`src/rtl/ps2_pkg.sv`:
```
// Shared PS/2 scancodes, key-bit positions and the frame-state encoding.
// Pure declarations; no timing or flow control of its own.
package ps2_pkg;

   localparam logic [7:0] SC_W     = 8'h1D;
   localparam logic [7:0] SC_S     = 8'h1B;
   localparam logic [7:0] SC_A     = 8'h1C;
   localparam logic [7:0] SC_D     = 8'h23;
   localparam logic [7:0] SC_ENTER = 8'h5A;
   localparam logic [7:0] SC_ESC   = 8'h76;
   localparam logic [7:0] SC_BREAK = 8'hF0;
   localparam logic [7:0] SC_EXT   = 8'hE0;

   localparam int NUM_KEYS    = 6;
   localparam int KEY_W       = 0;
   localparam int KEY_S       = 1;
   localparam int KEY_A       = 2;
   localparam int KEY_D       = 3;
   localparam int KEY_START   = 4;
   localparam int KEY_RESTART = 5;

   typedef enum logic [1:0] {
      ST_IDLE,
      ST_DATA,
      ST_PARITY,
      ST_STOP
   } frame_state_e;

   // One-hot key position for a make/break code; zero for unmapped codes.
   function automatic logic [NUM_KEYS-1:0] key_mask(input logic [7:0] code);
      logic [NUM_KEYS-1:0] m;
      m = '0;
      case (code)
         SC_W:     m[KEY_W]       = 1'b1;
         SC_S:     m[KEY_S]       = 1'b1;
         SC_A:     m[KEY_A]       = 1'b1;
         SC_D:     m[KEY_D]       = 1'b1;
         SC_ENTER: m[KEY_START]   = 1'b1;
         SC_ESC:   m[KEY_RESTART] = 1'b1;
         default:  m = '0;
      endcase
      return m;
   endfunction

endpackage

```
`src/rtl/ps2_rx_frame.sv`:
```
// PS/2 device-to-host frame receiver: sync, edge detect, frame FSM, timeout, optional parity (PS2_PARITY_CHECK_EN).
// byte_vld/byte_err are single-cycle strobes in the cycle the stop edge (or timeout) is seen.
// No backpressure: the PS/2 device cannot be stalled, strobes must be consumed when raised.
module ps2_rx_frame
   import ps2_pkg::*;
#(
   parameter int TIMEOUT_CYCLES = 50000
) (
   input  logic       clk,
   input  logic       resetn,
   input  logic       ps2_clk,
   input  logic       ps2_dat,
   output logic [7:0] byte_dat,
   output logic       byte_vld,
   output logic       byte_err
);

   localparam int CW = $clog2(TIMEOUT_CYCLES + 1);

   // [0],[1] are the synchroniser; [2] is the previous synced value for edge detect.
   logic [2:0]   clk_sh_q, clk_sh_d;
   logic [1:0]   dat_sh_q, dat_sh_d;
   frame_state_e state_q, state_d;
   logic [2:0]   bit_cnt_q, bit_cnt_d;
   logic [7:0]   shift_q, shift_d;
   logic [CW-1:0] idle_cnt_q, idle_cnt_d;
`ifdef PS2_PARITY_CHECK_EN
   logic         par_q, par_d;
`endif

   logic fall;
   logic din;

   assign fall     = clk_sh_q[2] & ~clk_sh_q[1];
   assign din      = dat_sh_q[1];
   assign byte_dat = shift_q;

   always_comb begin
      clk_sh_d   = {clk_sh_q[1:0], ps2_clk};
      dat_sh_d   = {dat_sh_q[0], ps2_dat};
      state_d    = state_q;
      bit_cnt_d  = bit_cnt_q;
      shift_d    = shift_q;
      idle_cnt_d = idle_cnt_q;
`ifdef PS2_PARITY_CHECK_EN
      par_d      = par_q;
`endif
      byte_vld   = 1'b0;
      byte_err   = 1'b0;

      if (state_q == ST_IDLE) begin
         idle_cnt_d = '0;
         if (fall && !din) begin
            state_d   = ST_DATA;
            bit_cnt_d = 3'd0;
         end
      end else if (fall) begin
         idle_cnt_d = '0;
         case (state_q)
            ST_DATA: begin
               shift_d   = {din, shift_q[7:1]};
               bit_cnt_d = bit_cnt_q + 3'd1;
               if (bit_cnt_q == 3'd7) state_d = ST_PARITY;
            end
            ST_PARITY: begin
`ifdef PS2_PARITY_CHECK_EN
               par_d = din;
`endif
               state_d = ST_STOP;
            end
            default: begin
               state_d = ST_IDLE;
               if (!din) begin
                  byte_err = 1'b1;
               end else begin
`ifdef PS2_PARITY_CHECK_EN
                  if (^{shift_q, par_q}) byte_vld = 1'b1;
                  else                   byte_err = 1'b1;
`else
                  byte_vld = 1'b1;
`endif
               end
            end
         endcase
      end else if (idle_cnt_q == CW'(TIMEOUT_CYCLES - 1)) begin
         // Device went quiet mid-frame: drop whatever was collected.
         byte_err   = 1'b1;
         state_d    = ST_IDLE;
         idle_cnt_d = '0;
      end else begin
         idle_cnt_d = idle_cnt_q + CW'(1);
      end
   end

   always_ff @(posedge clk or negedge resetn) begin
      if (!resetn) begin
         clk_sh_q   <= 3'b111;
         dat_sh_q   <= 2'b11;
         state_q    <= ST_IDLE;
         bit_cnt_q  <= 3'd0;
         shift_q    <= 8'h00;
         idle_cnt_q <= '0;
`ifdef PS2_PARITY_CHECK_EN
         par_q      <= 1'b0;
`endif
      end else begin
         clk_sh_q   <= clk_sh_d;
         dat_sh_q   <= dat_sh_d;
         state_q    <= state_d;
         bit_cnt_q  <= bit_cnt_d;
         shift_q    <= shift_d;
         idle_cnt_q <= idle_cnt_d;
`ifdef PS2_PARITY_CHECK_EN
         par_q      <= par_d;
`endif
      end
   end

endmodule

```
`src/rtl/ps2_wasd_decoder.sv`:
```
// PS/2 keyboard front end: held-key levels for W/S/A/D/Enter/Esc (parity check under PS2_PARITY_CHECK_EN).
// scan_code/scan_valid/frame_err and key levels are registered one cycle after the stop edge.
// No backpressure: outputs are levels plus single-cycle pulses.
module ps2_wasd_decoder
   import ps2_pkg::*;
#(
   parameter int TIMEOUT_CYCLES = 50000
) (
   input  logic       clk,
   input  logic       resetn,
   input  logic       ps2_clk,
   input  logic       ps2_dat,
   output logic       w_key,
   output logic       s_key,
   output logic       a_key,
   output logic       d_key,
   output logic       start_key,
   output logic       restart_key,
   output logic [7:0] scan_code,
   output logic       scan_valid,
   output logic       frame_err
);

   logic [7:0] rx_byte;
   logic       rx_vld;
   logic       rx_err;

   ps2_rx_frame #(
      .TIMEOUT_CYCLES(TIMEOUT_CYCLES)
   ) u_rx (
      .clk      (clk),
      .resetn   (resetn),
      .ps2_clk  (ps2_clk),
      .ps2_dat  (ps2_dat),
      .byte_dat (rx_byte),
      .byte_vld (rx_vld),
      .byte_err (rx_err)
   );

   logic                ext_q, ext_d;
   logic                brk_q, brk_d;
   logic [NUM_KEYS-1:0] keys_q, keys_d;
   logic [7:0]          scan_code_q, scan_code_d;
   logic                scan_valid_q, scan_valid_d;
   logic                frame_err_q, frame_err_d;
   logic [NUM_KEYS-1:0] mask;

   always_comb begin
      ext_d        = ext_q;
      brk_d        = brk_q;
      keys_d       = keys_q;
      scan_code_d  = scan_code_q;
      scan_valid_d = rx_vld;
      frame_err_d  = rx_err;
      mask         = key_mask(rx_byte);

      if (rx_vld) begin
         scan_code_d = rx_byte;
         if (rx_byte == SC_EXT) begin
            ext_d = 1'b1;
         end else if (rx_byte == SC_BREAK) begin
            brk_d = 1'b1;
         end else begin
            // Extended codes share make values with W/S/A/D (e.g. E0 1D), so they never touch keys.
            if (!ext_q) keys_d = brk_q ? (keys_q & ~mask) : (keys_q | mask);
            ext_d = 1'b0;
            brk_d = 1'b0;
         end
      end
   end

   always_ff @(posedge clk or negedge resetn) begin
      if (!resetn) begin
         ext_q        <= 1'b0;
         brk_q        <= 1'b0;
         keys_q       <= '0;
         scan_code_q  <= 8'h00;
         scan_valid_q <= 1'b0;
         frame_err_q  <= 1'b0;
      end else begin
         ext_q        <= ext_d;
         brk_q        <= brk_d;
         keys_q       <= keys_d;
         scan_code_q  <= scan_code_d;
         scan_valid_q <= scan_valid_d;
         frame_err_q  <= frame_err_d;
      end
   end

   assign w_key       = keys_q[KEY_W];
   assign s_key       = keys_q[KEY_S];
   assign a_key       = keys_q[KEY_A];
   assign d_key       = keys_q[KEY_D];
   assign start_key   = keys_q[KEY_START];
   assign restart_key = keys_q[KEY_RESTART];
   assign scan_code   = scan_code_q;
   assign scan_valid  = scan_valid_q;
   assign frame_err   = frame_err_q;

endmodule

```
`config.mk`:
```
export PLATFORM = sky130hd
export DESIGN_NAME = ps2_wasd_decoder
export DESIGN_NICKNAME = d
export VERILOG_FILES = /design/src/rtl/ps2_pkg.sv /design/src/rtl/ps2_rx_frame.sv /design/src/rtl/ps2_wasd_decoder.sv
export SDC_FILE = /design/constraint.sdc
export NUM_CORES = 1
export LEC_CHECK = 0
export ABC_AREA = 1
export CAP_MARGIN = 20
export CORE_MARGIN = 8
export CORE_UTILIZATION = 41
export DETAILED_ROUTE_END_ITERATION = 10
export SLEW_MARGIN = 0
export SYNTH_ARGS = -nofsm -noshare
export SYNTH_HDL_FRONTEND = slang
export SYNTH_SLANG_ARGS = --single-unit
export TNS_END_PERCENT = 50
```
`constraint.sdc`:
```
create_clock -name clk -period 3.5 [get_ports clk]
set_clock_uncertainty 0.05 [all_clocks]
set_input_delay 0.35 -clock clk [delete_from_list [all_inputs] [get_ports clk]]
set_output_delay 0.35 -clock clk [all_outputs]
set_load 0.03 [all_outputs]
```
==> key figures <==
Synthesis
  • Syn Nets: between 300 and 400
  • Most frequent cell after synthesis: nand2_1
  • Commonest register cell after synthesis: dfrtp_1
  • Synth Instances: slightly above 300
  • Post-synth ARST share: 1.00
  • Number of distinct library cells after synthesis: 29
  • Synth Cell Area: roughly 2500 µm²
  • Compound-Gate Fraction of Synth Area: 0.0560
  • Simple-gate share of the synthesized area: 0.307
  • Synthesized area per cell: about 8.3 µm²
  • Seq/Total Area, Yosys: 0.518
  • Top post-synthesis cells by area: dfrtp_1 (47%), nand2_1 (13%), nor2_1 (5.5%), dfstp_2 (5.2%), inv_1 (4.9%)
  • Synth Area in XOR/XNOR: 0.0173
  • Post-synthesis mux area share: 0
  • Post-synthesis register bit count: 52
  • EDFF count, synth: 0
  • Synthesis Warnings: 0
  • Synth top area share: 0.466
  • Main combinational cell family by area after synthesis: simple AND/OR/NAND/NOR gates
  • Dominant cell type by area after synthesis: dfrtp_1
  • Synth top cells by count: nand2_1 (86), dfrtp_1 (47), nor2_1 (37)
  • Post-synthesis adder-cell area fraction: 0.0297

Setup path
  • CP arrival: 1.93 ns
  • CP max FO: 12
  • Setup crit start: u_rx.state_q[1]
  • CP startpoint kind: flop
  • CP Buf/Inv Count: 2
  • CP Cell Sequence: inv_1 -> ha_1 -> inv_1 -> nand2_1 -> nor2_8 -> nand2_4 -> nor2_4 -> nand2_1 -> nand2_1 -> nand2_1
  • Crit-path max cell delay: 0.39 ns
  • Slowest CP cell: dfrtp_1
  • Top cell by count, worst path: nand2_1
  • Family with the most delay on the worst path: simple AND/OR/NAND/NOR gates
  • Worst Path Required: between 3 and 4 ns
  • Crit Path Class: flop to flop
  • Reg-to-Reg Start: u_rx.state_q[1]
  • CP endpoint kind: flop

Floorplanning
  • Io pins: 20
  • Die X-Extent: between 90 and 100 µm
  • Total Die Area: just under 9000 µm²
  • Die Height: between 90 and 100 µm
  • Core ar.: between 5000 and 6000 µm²
  • # rows: 28
  • Initial Util: 0.426

Global routing
  • First-pass GRT wire length: roughly 8300 µm
  • Initial antenna violation count: 0
  • Largest net degree at the start of global routing: 30
  • GRT overflow: 0
  • GRT Overall Usage: 0.116
  • Vias in the first global route: 1839

Power
  • P_leak: approximately 1.4 nW
  • Pwr dens: roughly 600 nW/µm²
  • Power Total: about 0.0018 W
  • Peak VDD IR: approximately 0.00035 V

STA
  • Relative slew slack: 0.639
  • Final hold vios: 0
  • Final setup violation count: 0
  • Crit path time final: approximately 1.8 ns
  • Final TNS setup: 0 ns
  • Period utilisation layout: 0.508
  • Worst-Margin Slew: ~0.54 ns
  • Fin. max-slew vios: 0
  • Max Freq: roughly 560 MHz
  • RSZ-0062 raised after global routing: false

Routing
  • Top layer in use: met4
  • Met3 wire length: ~200 µm
  • Met2 wire length: 1910 µm
  • Routed met1 length: roughly 2500 µm
  • Antenna Nets Post-Route: 0
  • Initial DRT Pass Iterations: 4
  • 1st-iter DRT viols: 89
  • Via count: between 1500 and 2000
  • Routed length per instance: approximately 12 µm
  • Final wirelength: about 4700 µm
  • DR vias/cell: 4.68
  • Residual DRC: 0

Hold path
  • HP Class: flop to flop
  • Hold Path Origin: u_rx.dat_sh_q[0]

Run
  • Max cap viols: 0

Layout
  • Share of layout cells above drive strength 1: 0.110
  • Synth-to-layout area growth: 16.5%
  • Finished Layout Cells: 403
  • Ant. Diodes: 0
  • # nets final: around 340

Clock network
  • # resized after CTS: 0
  • Clock buffer depth: 2
  • Setup bufs post-CTS: 0
  • Clock sinks: 52
  • Clock root buffer: clkbuf_8
  • CTS tree: built
  • Worst skew pair latency: approximately 0.31 ns
  • CTS buffer count: 5
  • Clock transition at the registers of the reported paths: around 0.090 ns
  • H-tree depth: 2

Placed design
  • DP HPWL: between 3000 and 4000 µm
  • Final Wtd Congestion: between 0.8 and 0.9
  • Inst Count DP: between 300 and 400
  • IO Port Bufs: 19

Outcome
  • Status: completed
## path summary, 6_finish.rpt
| check | to | slack [ns] | cells past startpoint |
|---|---|---|---|
| worst max-delay path | flop | 1.72 | 10 |
| min in group asynchronous | u_rx.idle_cnt_q[11] | 0.49 | 2 |
| worst min register to register | u_rx.dat_sh_q[1] | 0.31 | 0 |
| worst min-delay path | u_rx.dat_sh_q[1] | 0.31 | 0 |
| max in group asynchronous | u_rx.clk_sh_q[2] | 2.08 | 3 |
| worst max register to register | flop | 1.72 | 10 |
## cells by family (layout without fill, tap and decap cells)
group                    count (synthesis)  in the layout
AND/OR/NAND/NOR                        171            171
XOR/XNOR                                 5              5
AO/OA/AOI/OAI                           27             27
adder cells (fa/ha/maj)                  6              6
buffers and inverters                   42             67
flip-flops                              52             52
## power by group
group | internal, W | switching, W | leakage, nW | total, W
Combinational | 0.000147 | 0.000315 | 0.587 | 0.000462
Clock | 0.000357 | 0.000197 | 0.0784 | 0.000555
Sequential | 0.000692 | 0.0000651 | 0.696 | 0.000757
Total | 0.00120 | 0.000577 | 1.36 | 0.00177
## cell usage in the layout, fill, tap and decap left out, drive strengths merged, types with 2 or more instances in the layout
master,instances
a21oi,4
buf,2
bufinv,3
clkbuf,5
clkdlybuf4s50,18
dfrtp,47
dfstp,5
ha,6
inv,38
nand2,92
nand3,20
nand4,2
nor2,44
nor3,10
o21ai,21
xor2,4
## metal layers
| layer | track usage | up-vias |
|---|---|---|
| met4 | 0.0481 | 0 |
| met1 | 0.163 | 856 |
| met5 | 0 | - |
| met3 | 0.0325 | 6 |
| li1 | - | 993 |
| met2 | 0.165 | 30 |
## cell type report
class	count	area [µm²]
well taps	75	93.8
clock buffers	5	68.8
fillers	549	2980
flip-flops and latches	52	1310
repair buffers	21	203
multi-input cells	209	1040
clock inverters	3	90.1
inverters	38	143
## per-stage QoR
stage          worst slack [ns]   util  hold slack (ns)  cell area, µm²
4_1_cts                    1.72  0.497            0.311            2940
2_1_floorplan              1.88      -          0.00441            2520
6_report                   1.72  0.497            0.309            2940
3_3_place_gp               1.79  0.468            0.296            2770
3_5_place_dp               1.74  0.468            0.297            2770
5_1_grt                    1.54  0.497            0.313            2940
## timing repair
item | in CTS | in global routing
hold buffers | 1 | 0
endpoints found under the hold margin | 23 | 0
setup endpoints to repair | 0 | 0
(Power assumes the default switching activity.)
